===== config.mk =====
export PLATFORM = sky130hd
export DESIGN_NAME = uart_tx_param
export DESIGN_NICKNAME = d
export VERILOG_FILES = /design/src/rtl/uart_pkg.sv /design/src/rtl/sync_fifo.sv /design/src/rtl/uart_tx_param.sv
export SDC_FILE = /design/constraint.sdc
export NUM_CORES = 1
export LEC_CHECK = 0
export BUFFER_PORTS_ARGS = -buffer_cell sky130_fd_sc_hd__buf_2
export CORE_MARGIN = 3
export CORE_UTILIZATION = 40
export DETAILED_ROUTE_END_ITERATION = 10
export GPL_TIMING_DRIVEN = 0
export PLACE_DENSITY = 0.57
export SKIP_CTS_REPAIR_TIMING = 1
export SYNTH_ARGS = -nofsm -noshare
export SYNTH_HDL_FRONTEND = slang
export SYNTH_SLANG_ARGS = --single-unit
export TNS_END_PERCENT = 1

===== constraint.sdc =====
create_clock -name i_clk -period 3.8 [get_ports i_clk]
set_input_delay 0.19 -clock i_clk [delete_from_list [all_inputs] [get_ports i_clk]]
set_output_delay 0.19 -clock i_clk [all_outputs]
set_load 0.005 [all_outputs]

===== src/rtl/uart_pkg.sv =====
// uart_pkg: definitions shared by the UART transmitter and the planned
// receiver.
//   uart_state_e          frame FSM state encoding
//   PARITY_NONE/ODD/EVEN  values for the PARITY parameter
package uart_pkg;

  typedef enum logic [2:0] {
    ST_IDLE   = 3'd0,
    ST_START  = 3'd1,
    ST_DATA   = 3'd2,
    ST_PARITY = 3'd3,
    ST_STOP   = 3'd4
  } uart_state_e;

  localparam int PARITY_NONE = 0;
  localparam int PARITY_ODD  = 1;
  localparam int PARITY_EVEN = 2;

endpackage


===== src/rtl/sync_fifo.sv =====
// sync_fifo: single-clock FIFO. The head word is presented combinationally
// on rdata.
//   clk    rising-edge clock
//   rst_n  synchronous active-low reset; clears pointers and occupancy
//   push   write request; ignored while full (even with a pop in the same cycle)
//   wdata  word written on an accepted push
//   pop    read request; ignored while empty
//   rdata  current head word
//   full   registered, occupancy == DEPTH
//   empty  registered, occupancy == 0
module sync_fifo #(
  parameter int WIDTH = 8,
  parameter int DEPTH = 4
) (
  input  logic             clk,
  input  logic             rst_n,
  input  logic             push,
  input  logic [WIDTH-1:0] wdata,
  input  logic             pop,
  output logic [WIDTH-1:0] rdata,
  output logic             full,
  output logic             empty
);

  localparam int PTR_W = $clog2(DEPTH);
  localparam int CNT_W = PTR_W + 1;
  localparam logic [CNT_W-1:0] CNT_FULL = CNT_W'(DEPTH);

  logic [WIDTH-1:0] mem [DEPTH];
  logic [PTR_W-1:0] wr_ptr;
  logic [PTR_W-1:0] rd_ptr;
  logic [CNT_W-1:0] count;
  logic [CNT_W-1:0] count_nxt;
  logic             do_push;
  logic             do_pop;

  assign do_push = push && !full;
  assign do_pop  = pop && !empty;
  assign rdata   = mem[rd_ptr];

  always_comb begin
    count_nxt = count;
    case ({do_push, do_pop})
      2'b10:   count_nxt = count + 1'b1;
      2'b01:   count_nxt = count - 1'b1;
      default: count_nxt = count;
    endcase
  end

  // Storage carries no reset; only the bookkeeping is cleared.
  always_ff @(posedge clk) begin
    if (do_push) mem[wr_ptr] <= wdata;
  end

  // DEPTH is a power of two, so the pointers wrap naturally.
  always_ff @(posedge clk) begin
    if (!rst_n) begin
      wr_ptr <= '0;
      rd_ptr <= '0;
      count  <= '0;
      full   <= 1'b0;
      empty  <= 1'b1;
    end else begin
      if (do_push) wr_ptr <= wr_ptr + 1'b1;
      if (do_pop)  rd_ptr <= rd_ptr + 1'b1;
      count <= count_nxt;
      full  <= (count_nxt == CNT_FULL);
      empty <= (count_nxt == '0);
    end
  end

endmodule


===== src/rtl/uart_tx_param.sv =====
// uart_tx_param: buffered, parameterised UART transmitter.
//   i_clk        rising-edge clock
//   i_rst_n      synchronous active-low reset; aborts any frame, flushes the FIFO
//   i_wr/i_data  write port
//   o_full       registered, FIFO holds FIFO_DEPTH words
//   o_busy       registered, FIFO non-empty or a frame in progress
//   o_uart_tx    registered serial line, idle high
//   o_dbg_state  current FSM state, for observation only
//
// Write handshake: i_wr acts as valid and !o_full as ready. A word is taken
// on a rising edge where i_wr=1 and o_full=0; a word offered while o_full=1 is
// dropped, not held. Every cycle with i_wr=1 offers a new word.
module uart_tx_param
  import uart_pkg::*;
#(
  parameter int CLKS_PER_BIT = 1302,
  parameter int DATA_BITS    = 8,
  parameter int PARITY       = PARITY_NONE,
  parameter int STOP_BITS    = 1,
  parameter int FIFO_DEPTH   = 4
) (
  input  logic                 i_clk,
  input  logic                 i_rst_n,
  input  logic                 i_wr,
  input  logic [DATA_BITS-1:0] i_data,
  output logic                 o_full,
  output logic                 o_busy,
  output logic                 o_uart_tx,
  output uart_state_e          o_dbg_state
);

  localparam int BAUD_W = $clog2(CLKS_PER_BIT);
  localparam logic [BAUD_W-1:0] BAUD_LAST = BAUD_W'(CLKS_PER_BIT - 1);
  localparam logic [3:0] DATA_LAST = 4'(DATA_BITS - 1);
  localparam logic [3:0] STOP_LAST = 4'(STOP_BITS - 1);

  uart_state_e          state;
  logic [BAUD_W-1:0]    baud_cnt;
  logic [3:0]           bit_cnt;
  logic [DATA_BITS-1:0] shreg;
  logic                 par_bit;
  logic                 fifo_empty;
  logic [DATA_BITS-1:0] fifo_head;
  logic                 bit_end;
  logic                 stop_end;
  logic                 pop;

  assign bit_end  = (baud_cnt == BAUD_LAST);
  assign stop_end = (state == ST_STOP) && bit_end && (bit_cnt == STOP_LAST);
  // Load a new word from IDLE, or straight from the last stop cycle so that
  // consecutive frames have no idle gap.
  assign pop = !fifo_empty && ((state == ST_IDLE) || stop_end);

  sync_fifo #(
    .WIDTH(DATA_BITS),
    .DEPTH(FIFO_DEPTH)
  ) u_fifo (
    .clk  (i_clk),
    .rst_n(i_rst_n),
    .push (i_wr),
    .wdata(i_data),
    .pop  (pop),
    .rdata(fifo_head),
    .full (o_full),
    .empty(fifo_empty)
  );

  assign o_dbg_state = state;

  // The line is registered from the current state, so it trails the state
  // register by one cycle. Every bit keeps its full length; only the
  // whole frame shifts, which gives the two-edge write-to-start latency.
  always_ff @(posedge i_clk) begin
    if (!i_rst_n) begin
      state     <= ST_IDLE;
      baud_cnt  <= '0;
      bit_cnt   <= '0;
      shreg     <= '0;
      par_bit   <= 1'b0;
      o_uart_tx <= 1'b1;
      o_busy    <= 1'b0;
    end else begin
      o_busy <= 1'b1;
      case (state)
        ST_START:  o_uart_tx <= 1'b0;
        ST_DATA:   o_uart_tx <= shreg[0];
        ST_PARITY: o_uart_tx <= par_bit;
        default:   o_uart_tx <= 1'b1;
      endcase

      case (state)
        ST_IDLE: begin
          baud_cnt <= '0;
          bit_cnt  <= '0;
          o_busy   <= !fifo_empty;
          if (!fifo_empty) begin
            shreg   <= fifo_head;
            par_bit <= (PARITY == PARITY_ODD) ? ~(^fifo_head) : (^fifo_head);
            state   <= ST_START;
          end
        end
        ST_START: begin
          if (bit_end) begin
            baud_cnt <= '0;
            bit_cnt  <= '0;
            state    <= ST_DATA;
          end else begin
            baud_cnt <= baud_cnt + 1'b1;
          end
        end
        ST_DATA: begin
          if (bit_end) begin
            baud_cnt <= '0;
            shreg    <= shreg >> 1;
            if (bit_cnt == DATA_LAST) begin
              bit_cnt <= '0;
              state   <= (PARITY != PARITY_NONE) ? ST_PARITY : ST_STOP;
            end else begin
              bit_cnt <= bit_cnt + 1'b1;
            end
          end else begin
            baud_cnt <= baud_cnt + 1'b1;
          end
        end
        ST_PARITY: begin
          if (bit_end) begin
            baud_cnt <= '0;
            bit_cnt  <= '0;
            state    <= ST_STOP;
          end else begin
            baud_cnt <= baud_cnt + 1'b1;
          end
        end
        ST_STOP: begin
          if (bit_end) begin
            baud_cnt <= '0;
            if (bit_cnt == STOP_LAST) begin
              bit_cnt <= '0;
              if (!fifo_empty) begin
                shreg   <= fifo_head;
                par_bit <= (PARITY == PARITY_ODD) ? ~(^fifo_head) : (^fifo_head);
                state   <= ST_START;
              end else begin
                o_busy <= 1'b0;
                state  <= ST_IDLE;
              end
            end else begin
              bit_cnt <= bit_cnt + 1'b1;
            end
          end else begin
            baud_cnt <= baud_cnt + 1'b1;
          end
        end
        default: state <= ST_IDLE;
      endcase
    end
  end

endmodule


==> run metrics, run 1 <==
CTS Buf Count=9; Post-synth top cells=dfxtp_1 (40), nor2_1 (33), edfxtp_1 (32); FILL cells=slightly above 700; Final Critical Period=around 3.5 ns; flop2flop setup slack=approximately 0.31 ns; worst skew pair latency=around 0.35 ns; Die ar.=around 0.0090 mm^2; FF-to-FF Start=bit_cnt[0]; register bit count reported by yosys=72; initial antenna violation count=0; CP Class=reg2reg; Post-route DRC=0; WP data arrival=around 3.7 ns; HP Start=i_data[5]; fin crit share=91.8%; status=finished, final reports clean; reg-to-reg endpoint=u_fifo.full; Power Density=~620 mW/mm^2; number of diodes=0; RSZ-0062 raised after global routing=no; Seq. cell area=0.00176 mm^2; TNS Setup=0 ns; Cell Count, Final, Fillers Out=393; cell with the most instances after synthesis=dfxtp_1; Rel. slew slack=between 10% and 20%; largest net degree at the start of global routing=16; Tightest Hold Check Type=in2reg; CP max-delay cell=o41ai_1; endpoint type of the worst setup path=flop; max_cap viols=0; biggest area consumer among synthesized cells=edfxtp_1; CP Cell Sequence=inv_1 > ha_1 > or3b_2 > o41ai_1 > and2_1 > clkbuf_1 > ha_1 > fa_1 > o22a_1 > nor3_1; Final Setup Violations=0; worst slew pin tran=1.27 ns; maximum vdd ir drop=roughly 0.33 mV; first-pass GRT wire length=9.29 mm; Hold Path End=u_fifo.mem[2][5]; clk sinks=72; share of the synthesized area in the top cell type=30.5%; Synth Net Count=approximately 280; gate count after technology mapping=263; Final ANT Viol Nets=0; Max stage delay on crit path=between 0.7 and 0.8 ns; TritonCTS clock tree=done; Core Util, Final=a little under half; clock-pin slew on the worst setup and hold paths=around 0.090 ns; Synth Flop Type=dfxtp_1; Final HPWL DP=approximately 3.8 mm; vias per cell=~5; layout cells sized above 1=17.7%; vias in the first global route=around 1900; syn avg cell area=12.0 um^2; post-synth cell types=between 40 and 50; YS warnings=0; Core ar.=0.00745 mm^2; top area cells in the synthesized netlist=edfxtp_1 (31%), dfxtp_1 (25%), mux4_2 (5.7%); Vias=1956; # port buffers=15; FP Rows=31; Placer Congestion=0.815; clk root buf=clkbuf_8; total grt overflow=0; P_leak=1.29 nW; Pre-antenna DRT Iters=5; count of pins over their slew limit=0; H-tree levels=3; IO Pins=17; clock buffer depth=2; Reg2Reg Depth=10; Fin. Hold Viols=0; worst endpoint required time=4.04 ns; DRT iter0 DRCs=121; Hold Crit Depth=1; Total Routed Length=5.48 mm; Nets=310; initial core utilization=between 40 and 50%; hold_ws=0.0542 ns; clk_skew=approximately 0.011 ns; area delta synth->final=12.2%; f_max=~0.29 GHz; area taken by multi-input logic gates=0.00132 mm^2; height of the die=94.7 um; die width=94.7 um; async set or reset register ratio after synthesis=0%; design area=approximately 0.0035 mm^2; Placement Cell Area=0.00335 mm^2; cell area after synthesis=0.00315 mm^2; Tot GR Track Use=13.5%; part of the Yosys area used for sequential elements=roughly 56%; Inst Count DP=377; Avg WL per Cell=13.9 um; EDFF count, synth=32; CP most frequent cell=ha_1; CP Max Fanout=5; type of origin of the critical path=flop
-- stage by stage --
| step | worst slack, ns | total power (W) |
|---|---|---|
| 2_1_floorplan | 0.937 | 0.00151 |
| 3_3_place_gp | 0.411 | 0.00164 |
| 3_5_place_dp | 0.396 | 0.00165 |
| 4_1_cts | 0.331 | 0.00222 |
| 5_1_grt | 0.105 | 0.00234 |
| 6_report | 0.310 | 0.00219 |
-- flip-flops by register name (all words and copies together) (netlist names), named ones only --
register	flops
o_dbg_state	3
u_fifo.rd_ptr	2
o_busy	1
u_fifo.empty	1
bit_cnt	4
u_fifo.full	1
shreg	8
par_bit	1
u_fifo.mem	32
u_fifo.count	3
u_fifo.wr_ptr	2
o_uart_tx	1
baud_cnt	11
-- final cells by class --
| class | count | area share, % |
|---|---|---|
| multi-input cells | 173 | 37.4 |
| well taps | 99 | 3.51 |
| plain buffers | 10 | 1.06 |
| flip-flops and latches | 72 | 49.9 |
| clock buffers | 9 | 3.51 |
| clock inverters | 7 | 1.74 |
| inverters | 8 | 0.850 |
| repair buffers | 15 | 2.12 |
-- layout by cell type, fill, tap and decap left out, drive strengths merged, types with 3 or more instances in the layout --
cell type,count
and2,6
buf,16
and3,4
nor2,33
mux2i,9
nand2,9
edfxtp,32
nand3,7
nor3,5
nand2b,4
xor2,9
a21oi,9
dfxtp,40
xnor2,13
mux4,8
nor2b,7
a31oi,3
ha,9
o21ai,6
mux2,7
clkbuf,18
inv,12
-- metal layers --
| metal | GRT usage (%) | vias up | share of wire (%) |
|---|---|---|---|
| met1 | 20.1 | 925 | 52 |
| met2 | 19.2 | 30 | 43 |
| met4 | 4.33 | 0 | 1.4 |
| met5 | 0 | - | 0 |
| met3 | 3.59 | 9 | 3.7 |
| li1 | - | 992 | - |
-- worst max-delay path: cells and delay by family (launching register included) --
| kind | cells | cell delay [ns] |
|---|---|---|
| flops | 1 | 0.36 |
| fa+ha+maj | 3 | 0.84 |
| simple gates | 3 | 0.92 |
| compound gates | 2 | 0.94 |
| buf+inv | 2 | 0.33 |
-- report_power, final --
group	total (W)	leakage, nW	switching, W	internal [W]
sequential	0.000970	0.619	0.0000506	0.000920
clock	0.000568	0.0888	0.000319	0.000249
combinational	0.000653	0.577	0.000323	0.000330
-- worst max path at each step --
stage,start,end,slack (ns)
after global placement,bit_cnt[0],u_fifo.full,0.41
after CTS,bit_cnt[0],u_fifo.full,0.33
final,bit_cnt[0],u_fifo.full,0.31
after floorplan,bit_cnt[0],u_fifo.empty,0.94
after detailed placement,bit_cnt[0],u_fifo.full,0.40
after global routing,bit_cnt[0],u_fifo.full,0.10
-- kinds of logic after synthesis --
family / count (synthesis) / synth area share [%]
AND/OR/NAND/NOR: 89 / 14.7
flip-flops: 72 / 55.9
AO/OA/AOI/OAI: 27 / 5.48
multiplexers: 24 / 11.1
XOR/XNOR: 22 / 6.12
buffers and inverters: 18 / 2.15
adder cells (fa/ha/maj): 11 / 4.57
(Power assumes the default switching activity.)
==> run 2: changes to the inputs <==
--- a/config.mk
+++ b/config.mk
@@ -5,6 +5,7 @@
 export SDC_FILE = /design/constraint.sdc
 export NUM_CORES = 1
 export LEC_CHECK = 0
+export ABC_AREA = 1
 export BUFFER_PORTS_ARGS = -buffer_cell sky130_fd_sc_hd__buf_2
 export CORE_MARGIN = 3
 export CORE_UTILIZATION = 40
==> run metrics, run 2 <==
status=finished, final reports clean; vias per cell=4.88 (-1.9%); total grt overflow=0 (unchanged); CP Class=reg2reg; initial core utilization=41.3% (-1.0 points); Tightest Hold Check Type=in2reg; TNS Setup=0 ns (unchanged); hold_ws=0.0678 ns (+0.0136 ns); Hold Crit Depth=1 (unchanged); Power Density=699 mW/mm^2 (+13%); WP data arrival=2.86 ns (-0.87 ns); Core ar.=0.00876 mm^2 (+18%); Rel. slew slack=42.6% (+27 points); CP Max Fanout=8 (+3); worst skew pair latency=0.34 ns (about the same); worst endpoint required time=4.07 ns (+0.03 ns); TritonCTS clock tree=done; Die ar.=0.0102 mm^2 (+14%); Most flops, register=u_fifo.mem; # port buffers=16 (+1); count of pins over their slew limit=0 (unchanged); Post-route DRC=0 (unchanged); Seq pwr share=37.6% (-6.7 points); Fin. Hold Viols=0 (unchanged); net switching power=0.00112 W (+62%); die width=101 um (+6.7%); worst slew pin tran=0.858 ns (-0.409 ns); H-tree levels=3 (unchanged); Final ANT Viol Nets=0 (unchanged); combinational power share=40.9% (+11 points); post-synth cell types=40 (-9.1%); Reg2Reg Depth=12 (+2); clk sinks=72 (unchanged); first-pass GRT wire length=12.7 mm (+37%); area delta synth->final=11.4%; Avg WL per Cell=12.3 um (-12%); clock buffer depth=2 (unchanged); CTS Buf Count=9 (unchanged); share of the synthesized area in the top cell type=26.6% (-3.9 points); gate count after technology mapping=444 (+69%); Placer Congestion=0.861 (+5.6%); max reg flops=32 (unchanged); YS warnings=0 (unchanged); height of the die=101 um (+6.7%); switching share of total power=39.8% (+8.2 points); DRT iter0 DRCs=109 (-9.9%); type of origin of the critical path=flop; Pre-antenna DRT Iters=4 (-1); Final Critical Period=2.60 ns (-0.894 ns); Vias=2852 (+46%); Final Setup Violations=0 (unchanged); register bit count reported by yosys=72 (unchanged); Total Routed Length=7.20 mm (+31%); RSZ-0062 raised after global routing=no; f_max=0.385 GHz (+34%); Synth Flop Type=dfxtp_1; most frequent cells in the layout=nand2_1 (144), inv_1 (42), nand3_1 (40), dfxtp_1 (40), edfxtp_1 (32); endpoint type of the worst setup path=flop; FP Rows=34 (+9.7%); biggest area consumer among synthesized cells=edfxtp_1; IO Pins=17 (unchanged); largest net degree at the start of global routing=12 (-4); clock-pin slew on the worst setup and hold paths=0.07 ns (-0.02 ns); Post-synth top cells=nand2_1 (144), inv_1 (42), dfxtp_1 (40), nand3_1 (40), edfxtp_1 (32); commonest non-fill, non-tap cell in the layout=nand2_1; Final HPWL DP=5.21 mm (+37%); clk_skew=0.0120 ns (+0.000918 ns); layout cells sized above 1=15.8% (-1.9 points); cell area after synthesis=0.00362 mm^2 (+15%); biggest regs=u_fifo.mem (32), baud_cnt (11), shreg (8); async set or reset register ratio after synthesis=0% (unchanged); P_leak=1.72 nW (+34%); Synth Net Count=465 (+64%); top area cells in the synthesized netlist=edfxtp_1 (27%), dfxtp_1 (22%), nand2_1 (15%); cell with the most instances after synthesis=nand2_1; initial antenna violation count=0 (unchanged); max_cap viols=0 (unchanged); maximum vdd ir drop=0.305 mV (-8.9%); Tot GR Track Use=15.8% (+2.3 points); Final WS setup=1.20 ns (+0.894 ns); Int Pwr=0.00170 W (+13%); number of diodes=0 (unchanged); syn avg cell area=8.15 um^2 (-32%); fin crit share=68.3% (-24 points); clk root buf=clkbuf_8; clock share of power=21.5% (-4.4 points); Nets=492 (+59%); part of the Yosys area used for sequential elements=48.7% (-7.2 points); dpl ws=1.19 ns (+0.798 ns); vias in the first global route=2734 (+46%); EDFF count, synth=32 (unchanged)
## run 2: cell count changes after synthesis, moves of 10 or more
| cell | delta |
|---|---|
| a21oi_1 | +14 |
| nand3_1 | +33 |
| nand2_1 | +135 |
| inv_1 | +34 |
| o21ai_0 | +10 |
| xnor2_1 | -13 |
## run 2: power by group through the flow
stage | clock network (W) | logic, W | registers (W)
final | 0.000607 | 0.00115 | 0.00106
after global routing | 0.000668 | 0.00134 | 0.00108
after CTS | 0.000635 | 0.00116 | 0.00106
after detailed placement | 0 | 0.00115 | 0.00108
after global placement | 0 | 0.00113 | 0.00108
after floorplan | 0 | 0.000906 | 0.00106
## run 2: per-layer routing
| metal | wire, um | up-vias | track usage [%] |
|---|---|---|---|
| li1 | - | 1506 | - |
| met1 | 3470 | 1286 | 20.6 |
| met2 | 3300 | 51 | 24.8 |
| met3 | 308 | 9 | 4.36 |
| met4 | 119 | 0 | 6.34 |
| met5 | 0 | - | 0 |
## run 2: logic make-up after synthesis
logic type | synth area share [%]
fa+ha+maj | 3.67
compound gates | 7.54
simple gates | 31.0
flops | 48.7
xor+xnor | 0.968
buf+inv | 7.23
mux | 0.899
## run 2: per-stage QoR
step                area [um^2]  power [W]  std cells  utilization, %
global placement           3830    0.00221        568            43.7
global route               4030    0.00309        584            46.0
CTS                        4030    0.00285        584            46.0
detailed placement         3830    0.00223        568            43.7
floorplan                  3620    0.00197        444               -
finish                     4030    0.00282        584            46.0
## run 2: area by class of cell
type	count	area (um^2)
multi-input combinational	309	1590
fill	872	4730
clock buffer	13	159
timing repair buffer	16	80.1
sequential	72	1760
clock inverter	3	40.0
inverter	54	208
tap	108	135
buffer	9	53.8
## run 2: final timing paths
kind	startpoint	end	slack [ns]
min reg2reg	shreg[3]	shreg[3]	0.46
min	i_data[1]	u_fifo.mem[2][1]	0.07
max	baud_cnt[0]	u_fifo.full	1.20
max reg2reg	baud_cnt[0]	u_fifo.full	1.20
## run 2: worst max-delay path, cell delays in order (launching register included)
cell and delay (ns):
dfxtp_1 0.39, ha_1 0.16, inv_1 0.05, nor2_1 0.12, nand3_1 0.23, nand2_1 0.14
nand2_2 0.08, nor2_4 0.21, ha_1 0.24, fa_1 0.43, mux2i_1 0.21, nand2_1 0.11
nor3_1 0.16
